### src/rtl/note_freq_synth_ctrl.sv
// Debounced switch-to-frequency mapper with octave shift, saturation and optional glide toward the target.
// Switch edits reach the debounced fields DEBOUNCE_CYCLES+2 cycles after sw settles, then target_freq +1 and freq +2; no backpressure.
module note_freq_synth_ctrl #(
    parameter int FREQ_W          = 12,
    parameter int OCT_W           = 2,
    parameter int DEBOUNCE_CYCLES = 16,
    parameter int GLIDE_DIV       = 1000,
    parameter int GLIDE_STEP      = 4
) (
    input  logic              clk,
    input  logic              rst,
    input  logic [OCT_W+3:0]  sw,
    input  logic              glide_en,
    output logic [FREQ_W-1:0] freq,
    output logic [FREQ_W-1:0] target_freq,
    output logic [2:0]        note,
    output logic [OCT_W-1:0]  octave,
    output logic              accident,
    output logic              changed,
    output logic              gliding
);
    localparam int SW_W   = OCT_W + 4;
    localparam int CALC_W = FREQ_W + OCT_W + 2;
    localparam int CNT_W  = $clog2(DEBOUNCE_CYCLES + 1);
    localparam int PRE_W  = $clog2(GLIDE_DIV + 1);
    localparam int FW1    = FREQ_W + 1;

    localparam logic [SW_W-1:0]   SW_RST   = SW_W'(5);
    localparam logic [CNT_W-1:0]  DB_LAST  = CNT_W'(DEBOUNCE_CYCLES - 1);
    localparam logic [PRE_W-1:0]  PRE_LAST = PRE_W'(GLIDE_DIV - 1);
    localparam logic [FW1-1:0]    STEP     = FW1'(GLIDE_STEP);
    localparam logic [CALC_W-1:0] SAT      = CALC_W'((1 << FREQ_W) - 1);
    localparam logic [FREQ_W-1:0] F_RST    = FREQ_W'(440);

    logic [SW_W-1:0]   sync1, sync2, cand, deb;
    logic [CNT_W-1:0]  cnt, cnt_inc;
    logic              accept, accept_q;
    logic [PRE_W-1:0]  pre;
    logic              tick;
    logic [3:0]        semi;
    logic [8:0]        base;
    logic [OCT_W:0]    up_sh;
    logic [CALC_W-1:0] wide;
    logic [FREQ_W-1:0] lut;
    logic [FREQ_W-1:0] freq_nxt;
    logic [FW1-1:0]    gap;

    assign note     = deb[2:0];
    assign accident = deb[3];
    assign octave   = deb[SW_W-1:4];
    assign cnt_inc  = cnt + CNT_W'(1);
    assign tick     = (pre == PRE_LAST);

    // The cycle that reloads the candidate already counts as one stable cycle.
    always_comb begin
        accept = 1'b0;
        if (sync2 != deb) begin
            if (sync2 == cand) accept = (cnt_inc == DB_LAST);
            else               accept = (DB_LAST == '0);
        end
    end

    always_ff @(posedge clk) begin
        if (rst) begin
            sync1    <= '0;
            sync2    <= '0;
            cand     <= SW_RST;
            deb      <= SW_RST;
            cnt      <= '0;
            accept_q <= 1'b0;
        end else begin
            sync1    <= sw;
            sync2    <= sync1;
            cand     <= sync2;
            accept_q <= accept;
            if (accept || (sync2 != cand) || (sync2 == deb)) cnt <= '0;
            else                                            cnt <= cnt_inc;
            if (accept) deb <= sync2;
        end
    end

    always_comb begin
        semi  = 4'd0;
        base  = 9'd0;
        up_sh = '0;
        wide  = '0;
        lut   = '0;
        case (note)
            3'd0:    semi = 4'd0;
            3'd1:    semi = 4'd2;
            3'd2:    semi = 4'd4;
            3'd3:    semi = 4'd5;
            3'd4:    semi = 4'd7;
            3'd5:    semi = 4'd9;
            3'd6:    semi = 4'd11;
            default: semi = 4'd0;
        endcase
        if (accident && (note != 3'd2) && (note != 3'd6)) semi = semi + 4'd1;
        case (semi)
            4'd0:    base = 9'd261;
            4'd1:    base = 9'd277;
            4'd2:    base = 9'd293;
            4'd3:    base = 9'd311;
            4'd4:    base = 9'd330;
            4'd5:    base = 9'd349;
            4'd6:    base = 9'd370;
            4'd7:    base = 9'd392;
            4'd8:    base = 9'd415;
            4'd9:    base = 9'd440;
            4'd10:   base = 9'd466;
            default: base = 9'd494;
        endcase
        // All-ones octave code is octave 3; note 7's extra octave cancels the right shift.
        up_sh = {1'b0, octave} + {{OCT_W{1'b0}}, (note == 3'd7)};
        if (&octave) wide = (note == 3'd7) ? CALC_W'(base) : CALC_W'(base >> 1);
        else         wide = CALC_W'(base) << up_sh;
        lut = (wide > SAT) ? '1 : wide[FREQ_W-1:0];
    end

    always_comb begin
        freq_nxt = freq;
        gap      = '0;
        if (!glide_en) begin
            freq_nxt = target_freq;
        end else if (tick) begin
            if (target_freq > freq) begin
                gap      = {1'b0, target_freq} - {1'b0, freq};
                freq_nxt = (gap <= STEP) ? target_freq : freq + FREQ_W'(GLIDE_STEP);
            end else begin
                gap      = {1'b0, freq} - {1'b0, target_freq};
                freq_nxt = (gap <= STEP) ? target_freq : freq - FREQ_W'(GLIDE_STEP);
            end
        end
    end

    always_ff @(posedge clk) begin
        if (rst) begin
            pre         <= '0;
            target_freq <= F_RST;
            freq        <= F_RST;
            changed     <= 1'b0;
            gliding     <= 1'b0;
        end else begin
            pre         <= tick ? '0 : pre + PRE_W'(1);
            target_freq <= lut;
            changed     <= accept_q;
            freq        <= freq_nxt;
            gliding     <= (freq_nxt != lut);
        end
    end
endmodule

### config.mk
export PLATFORM = sky130hd
export DESIGN_NAME = note_freq_synth_ctrl
export DESIGN_NICKNAME = d
export VERILOG_FILES = /design/src/rtl/note_freq_synth_ctrl.sv
export SDC_FILE = /design/constraint.sdc
export NUM_CORES = 1
export LEC_CHECK = 0
export BUFFER_PORTS_ARGS = -buffer_cell sky130_fd_sc_hd__buf_2
export CELL_PAD_IN_SITES_DETAIL_PLACEMENT = 1
export CELL_PAD_IN_SITES_GLOBAL_PLACEMENT = 2
export CORE_ASPECT_RATIO = 2
export CORE_MARGIN = 2
export CORE_UTILIZATION = 36
export CTS_CLUSTER_DIAMETER = 150
export DETAILED_ROUTE_END_ITERATION = 10
export GPL_TIMING_DRIVEN = 0
export PLACE_DENSITY_LB_ADDON = 0.12
export SYNTH_ARGS = -nofsm -noshare
export SYNTH_HDL_FRONTEND = slang
export SYNTH_SLANG_ARGS = --single-unit
### constraint.sdc
create_clock -name clk -period 5.8 [get_ports clk]
set_clock_uncertainty 0.15 [all_clocks]
set_input_delay 0.58 -clock clk [delete_from_list [all_inputs] [get_ports clk]]
set_output_delay 0.58 -clock clk [all_outputs]
set_load 0.1 [all_outputs]
# After elaboration in Yosys (flattened, before gate mapping)
# Memories as Yosys holds them, arrays and structs flattened.
# Index checks and enable logic that the tools add are counted.
word_totals:
  wordCells: 60
  rom_bits: 128
  output_inout_bits: 32
  ff_bits: 66
  inputBits: 9
  n_memories: 1
memory_table:
  columns: ["memory", "words", "word_bits", "read_ports", "rd_ports_with_merged_regs", "write_ports", "line", "text"]
  rows:
  - ["(name not given)", 16, 8, 1, 0, 0, "99", "case (semi)"]
classes:
  n_shift: 1
  n_mux: 12
  reduce_logical: 7
  eq_ne: 16
  add_sub_neg: 8
  n_lt_le_gt_ge: 4
op_table:
  columns: ["op", "count"]
  rows:
  - ["$mux 12", 6]
  - ["$le 13x3->1 const B", 2]
  - ["$sub 12x12->13", 2]
  - ["$pmux 4 s6", 1]
  - ["$gt 16x12->1 const B", 1]
  - ["$mux 16", 1]
  - ["$shl 9x3->16", 1]
  - ["$add 12x3->12 const B", 1]
  - ["$eq 3x3->1 const B", 4]
  - ["$eq 6x6->1", 2]
  - ["$gt 12x12->1", 1]
  - ["$ne 12x12->1", 1]
  - ["$ne 6x6->1", 2]
  - ["$sub 12x3->12 const B", 1]
  - ["$add 10x1->10 const B", 1]
  - ["$eq 10x10->1 const B", 1]
  - ["$mux 9", 1]
  - ["$eq 3x2->1 const B", 2]
  - ["$add 5x1->5 const B", 1]
  - ["$eq 5x4->1 const B", 1]
  - ["$add 4x1->4 const B", 1]
  - ["$mux 4", 1]
  - ["$reduce_or 2->1", 2]
  - ["$add 2x1->3", 1]
  - ["other kinds (7)", 10]

# Longest topological paths before layout
# An unclocked memory read counts as a cell.
logic_depth:
  ltp_word: 10
  depth_mapped: 22
  ltp_nobuf: 20

# Least setup slack after synthesis
# Ideal clock, no wire load.
synth_path:
  path_type: "register -> register"
  startpoint: "reg deb[1]"
  endpoint: "reg gliding"
  path_slack_ps: 479
  setup_ps: 140
  period_less_slack_ps: 5321
  n_path_buf: 2
  t_arrival_ps: 5031
  required_time_ps: 5510
  stages_incl_launch_ff: 22
  cell_sequence: "dfxtp_1 > clkbuf_1 > buf_1 > and2_1 > xnor2_1 > ha_1 > nand2_1 > o21ai_0 > nand2_1 > o211ai_1 > inv_1 > ha_1 > or4_1 > nand2_1 > o21ai_0 > o311ai_1 > xnor2_1 > nor3_1 > a221oi_1 > nand3b_1 > nor4_2 > a41oi_1"
synth_via:
  elab_chain_cells: 10
  word_cells_on_any_way: 22
  cone_classes: "add/sub (2); order compare (1); eq/ne (10); shift (1); mux (5); reduce/logical (2); memory (1)"
synth_lines:
  columns: ["element", "line", "text"]
  rows:
  - ["start: declaration", "35", "logic [SW_W-1:0] sync1, sync2, cand, deb;"]
  - ["start signal: assignment", "78", "if (accept) deb <= sync2;"]
  - ["$eq 3x3->1, or another cell as far along", "88", "case (note)"]
  - ["$pmux 4 s6 / $logic_and 1x1->1 (equally long branches)", "88, 98", null]
  - ["$add 4x1->4 / $logic_and 1x1->1 (equally long branches)", "98", "if (accident && (note != 3'd2) && (note != 3'd6)) semi = semi + 4'd1;"]
  - ["$mux 4", "98", null]
  - ["$mem_v2 16x8", null, null]
  - ["$shl 9x3->16 / $mux 9 (equally long branches)", "116, 115", null]
  - ["$mux 16 *", "115", "if (&octave) wide = (note == 3'd7) ? CALC_W'(base) : CALC_W'(base >> 1);"]
  - ["$gt 16x12->1", "117", "lut = (wide > SAT) ? '1 : wide[FREQ_W-1:0];"]
  - ["$mux 12 *", "117", null]
  - ["$ne 12x12->1 *", "148", "gliding <= (freq_nxt != lut);"]
  - ["end signal: assignment", "148", null]
  - ["end: declaration", "20", "output logic gliding"]
# Mark *: on every way between the ends. The rest lies on a longest branch, timed or not.
# A chain may end at the register's enable or synchronous reset.

# Worst setup path after layout
layout_path:
  startpoint: "reg freq[2]"
  endpoint: "reg gliding"
layout_via:
  elab_chain_cells: 7
  word_cells_on_any_way: 13
  cone_classes: "add/sub (4); order compare (3); eq/ne (1); mux (5)"
layout_lines:
  columns: ["element", "line", "text"]
  rows:
  - ["start: declaration", "14", "output logic [FREQ_W-1:0] freq,"]
  - ["start signal: assignment", "147", "freq <= freq_nxt;"]
  - ["$sub 12x12->13, on equally long branches", "130, 127", null]
  - ["$le 13x3->1, on equally long branches", "131, 128", null]
  - ["$mux 12, on equally long branches", "131, 128", null]
  - ["$mux 12", "126", "if (target_freq > freq) begin"]
  - ["$mux 12 *", "125", "end else if (tick) begin"]
  - ["$mux 12 *", "123", "if (!glide_en) begin"]
  - ["$ne 12x12->1 *", "148", null]
# Marked as above.

==> impl_metrics.env <==
export IMPL_grt_start_max_net_pins=14
export IMPL_worst_path_most_repeated_cell="a41oi_1"
export IMPL_crit_chain="clkbuf_1, inv_1, ha_1, buf_4, nand2_1, a21o_1, a2111oi_0, a41oi_1, o211a_1, a31oi_1, buf_2, a21oi_1, a21oi_2, mux2i_1, nand4_1, nor4_2, a41oi_1"
export IMPL_ys_async_sr_fraction=0
export IMPL_cap_violations=0
export IMPL_nets=851
export IMPL_yosysTopAreaCell="dfxtp_1"
export IMPL_drive_gt1_frac=0.130
export IMPL_use_met3=0.0283
export IMPL_arrival_ns=5.58
export IMPL_finalMaxSlewViolations=0
export IMPL_routed_wl_mm=23.2
export IMPL_power_density_nw_per_um2=202
export IMPL_rsz0062_at_grt="no"
export IMPL_setup_viol=0
export IMPL_initial_core_util=0.367
export IMPL_synth_cell_type_count=83
export IMPL_dpl_instance_area_um2=6210
export IMPL_synthFlopType="dfxtp_1"
export IMPL_drtIter0Drc=199
export IMPL_cts_buffers=9
export IMPL_p_leak_uw=0.00282
export IMPL_num_io_pins=41
export IMPL_place_ws_ns=-0.0892
export IMPL_critPathMaxFanout=10
export IMPL_rows=65
export IMPL_nFillCells=1958
export IMPL_synth_most_common_cell="dfxtp_1"
export IMPL_fin_cells=1010
export IMPL_holdBufCountCts=0
export IMPL_switchingPower_uw=373
export IMPL_max_stage_delay_ns=0.71
export IMPL_cts_root_buf="clkbuf_16"
export IMPL_grt_pass1_wl_mm=36.1
export IMPL_track_usage=0.278
export IMPL_synth_edf_count=0
export IMPL_critical_path_required_ns=5.83
export IMPL_io_buffers=40
export IMPL_cp_top_family="compound AO/OA/AOI/OAI gates"
export IMPL_hold_path_class="reg2reg"
export IMPL_netlist_area_um2=5760
export IMPL_clockPowerShare=0.481
export IMPL_relSlewSlack=0.320
export IMPL_diodes=0
export IMPL_clk_path_buf_depth=2
export IMPL_p_int_uw=958
export IMPL_syn_inst=753
export IMPL_setup_ws_ns=0.253
export IMPL_met1_usage=0.228
export IMPL_worst_setup_path_end_kind="flop"
export IMPL_core_area_um2=15700
export IMPL_grt_ovfl_total=0
export IMPL_synth_top_cell_area_share=0.230
export IMPL_area_delta_synth_final_pct=14.4
export IMPL_cp_start_kind="flop"
export IMPL_period_minus_slack_ns=5.55
export IMPL_cts_tree="done"
export IMPL_grt_pass1_vias=6694
export IMPL_path_buf_inv=4
export IMPL_cts_clk_slew_worst_paths_ns=0.06
export IMPL_ys_seq_elements=66
export IMPL_holdWs_ns=0.284
export IMPL_cp_slowest_cell="a31oi_1"
export IMPL_synth_top_cells_by_area="dfxtp_1 23%, ha_1 8.3%, xnor2_1 4.6%"
export IMPL_tightest_slew_ns=1.01
export IMPL_dieWidth_um=93.4
export IMPL_drc_errors=0
export IMPL_via_per_inst=5.94
export IMPL_grt_antenna_before_repair=0
export IMPL_clk_latency_ns=0.34
export IMPL_dpl_hpwl_mm=19.2
export IMPL_outcome="finished, final reports clean"
export IMPL_combPwrFrac=0.163
export IMPL_yosysSeqAreaShare=0.230
export IMPL_vias=6003
export IMPL_gp_routability_congestion=0.932
export IMPL_die_area_um2=17100
export IMPL_switching_share=0.280
export IMPL_yosysWarnings=0
export IMPL_synth_avg_cell_area_um2=7.64
export IMPL_clock_sink_count=66
export IMPL_max_freq_ghz=0.180
export IMPL_dp_cells=994
export IMPL_min_period_over_period=0.956
export IMPL_fin_area_um2=6590
export IMPL_gr_max_usage_layer="met2"
export IMPL_power_frac_seq=0.356
export IMPL_routedWlPerCell_um=23.0
export IMPL_worstSetupPathType="reg2reg"
export IMPL_vdd_ir_drop_max_mv=0.342
export IMPL_firstDrtPassIters=4
export IMPL_use_met2=0.564
export IMPL_synth_nets=800
export IMPL_fp_dieH_um=183
export IMPL_ant_nets=0
export IMPL_hold_violations=0
export IMPL_htree_levels=3
export IMPL_synthTopCellsByCount="66 x dfxtp_1, 61 x nor2_1, 50 x nand2_1"
export IMPL_utilization=0.420
[state kept, by name (all words and copies together) (netlist names)]
name and count:
pre 10, freq 12, gliding 1, sync1 6
cand 6, target_freq 12, cnt 5, accept_q 1
deb 6, changed 1, sync2 6
[worst paths after layout]
check / start / to / slack, ns / cells past startpoint
setup / recovery: freq[2]$_SDFF_PP0_ / gliding$_SDFF_PP0_ / 0.25 / 17
hold / removal: accept_q$_SDFF_PP0_ / changed$_SDFF_PP0_ / 0.28 / 1
setup reg to reg: freq[2]$_SDFF_PP0_ / gliding$_SDFF_PP0_ / 0.25 / 17
hold reg to reg: accept_q$_SDFF_PP0_ / changed$_SDFF_PP0_ / 0.28 / 1
[layer usage]
layer	routed length, µm	up-vias
met5	0	-
met2	13600	134
met4	1950	0
met1	7170	2929
met3	463	84
li1	-	2856
[placed cells by master, fill, tap and decap left out, types with 10 or more instances in the layout]
cell type and n:
a21o_1 21, clkbuf_1 21, nor2_1 61, o211ai_1 10, ha_1 38, inv_1 46, nor3_1 24, o21ai_0 33
a21oi_1 45, o22ai_1 10, buf_2 48, xor2_1 19, dfxtp_1 66, nand2_1 50, nand2b_1 14, nand3_1 30
and3_1 12, xnor2_1 30, nor4_1 10, nor2b_1 23
[worst register-to-register path: stages (launching register included)]
cell and delay [ns]:
dfxtp_1 0.39, clkbuf_1 0.33, inv_1 0.25, ha_1 0.36, buf_4 0.17, nand2_1 0.28, a21o_1 0.34, a2111oi_0 0.48
a41oi_1 0.14, o211a_1 0.24, a31oi_1 0.71, buf_2 0.38, a21oi_1 0.12, a21oi_2 0.22, mux2i_1 0.25, nand4_1 0.13
nor4_2 0.28, a41oi_1 0.19
[area by class of cell]
| type | instances | area, µm² | area share |
|---|---|---|---|
| multi-input combinational | 603 | 4120 | 0.625 |
| sequential | 66 | 1320 | 0.201 |
| tap | 201 | 251 | 0.0382 |
| clock buffer | 9 | 225 | 0.0342 |
| timing repair buffer | 40 | 200 | 0.0304 |
| inverter | 48 | 180 | 0.0274 |
| buffer | 36 | 164 | 0.0249 |
| clock inverter | 7 | 124 | 0.0188 |
[through the flow]
stage               total power (µW)  setup TNS [ns]
global placement                 690               0
floorplan                        632               0
CTS                             1340               0
detailed placement               696         -0.0892
global route                    1380               0
finish                          1330               0
[power groups by stage]
stage               clock network [µW]  logic [µW]  registers, µW
detailed placement                   0         213            484
CTS                                650         214            474
global placement                     0         207            483
floorplan                            0         132            500
finish                             641         216            474
global route                       672         230            475
[repair_timing]
action / CTS / global route
setup buffers: 0 / 0
setup endpoints to repair: 1 / 1
resized for setup: 1 / 7
[kinds of logic (layout without fill, tap and decap cells)]
family          count (synthesis)  count (layout)  share of synthesized area
fa+ha+maj                      38              38                     0.0826
buf+inv                        84             140                     0.0591
mux                             7               7                     0.0122
simple gates                  287             287                      0.263
flops                          66              66                      0.230
compound gates                222             222                      0.278
xor+xnor                       49              49                     0.0746
Note: power is estimated with default switching activity, not from simulation.
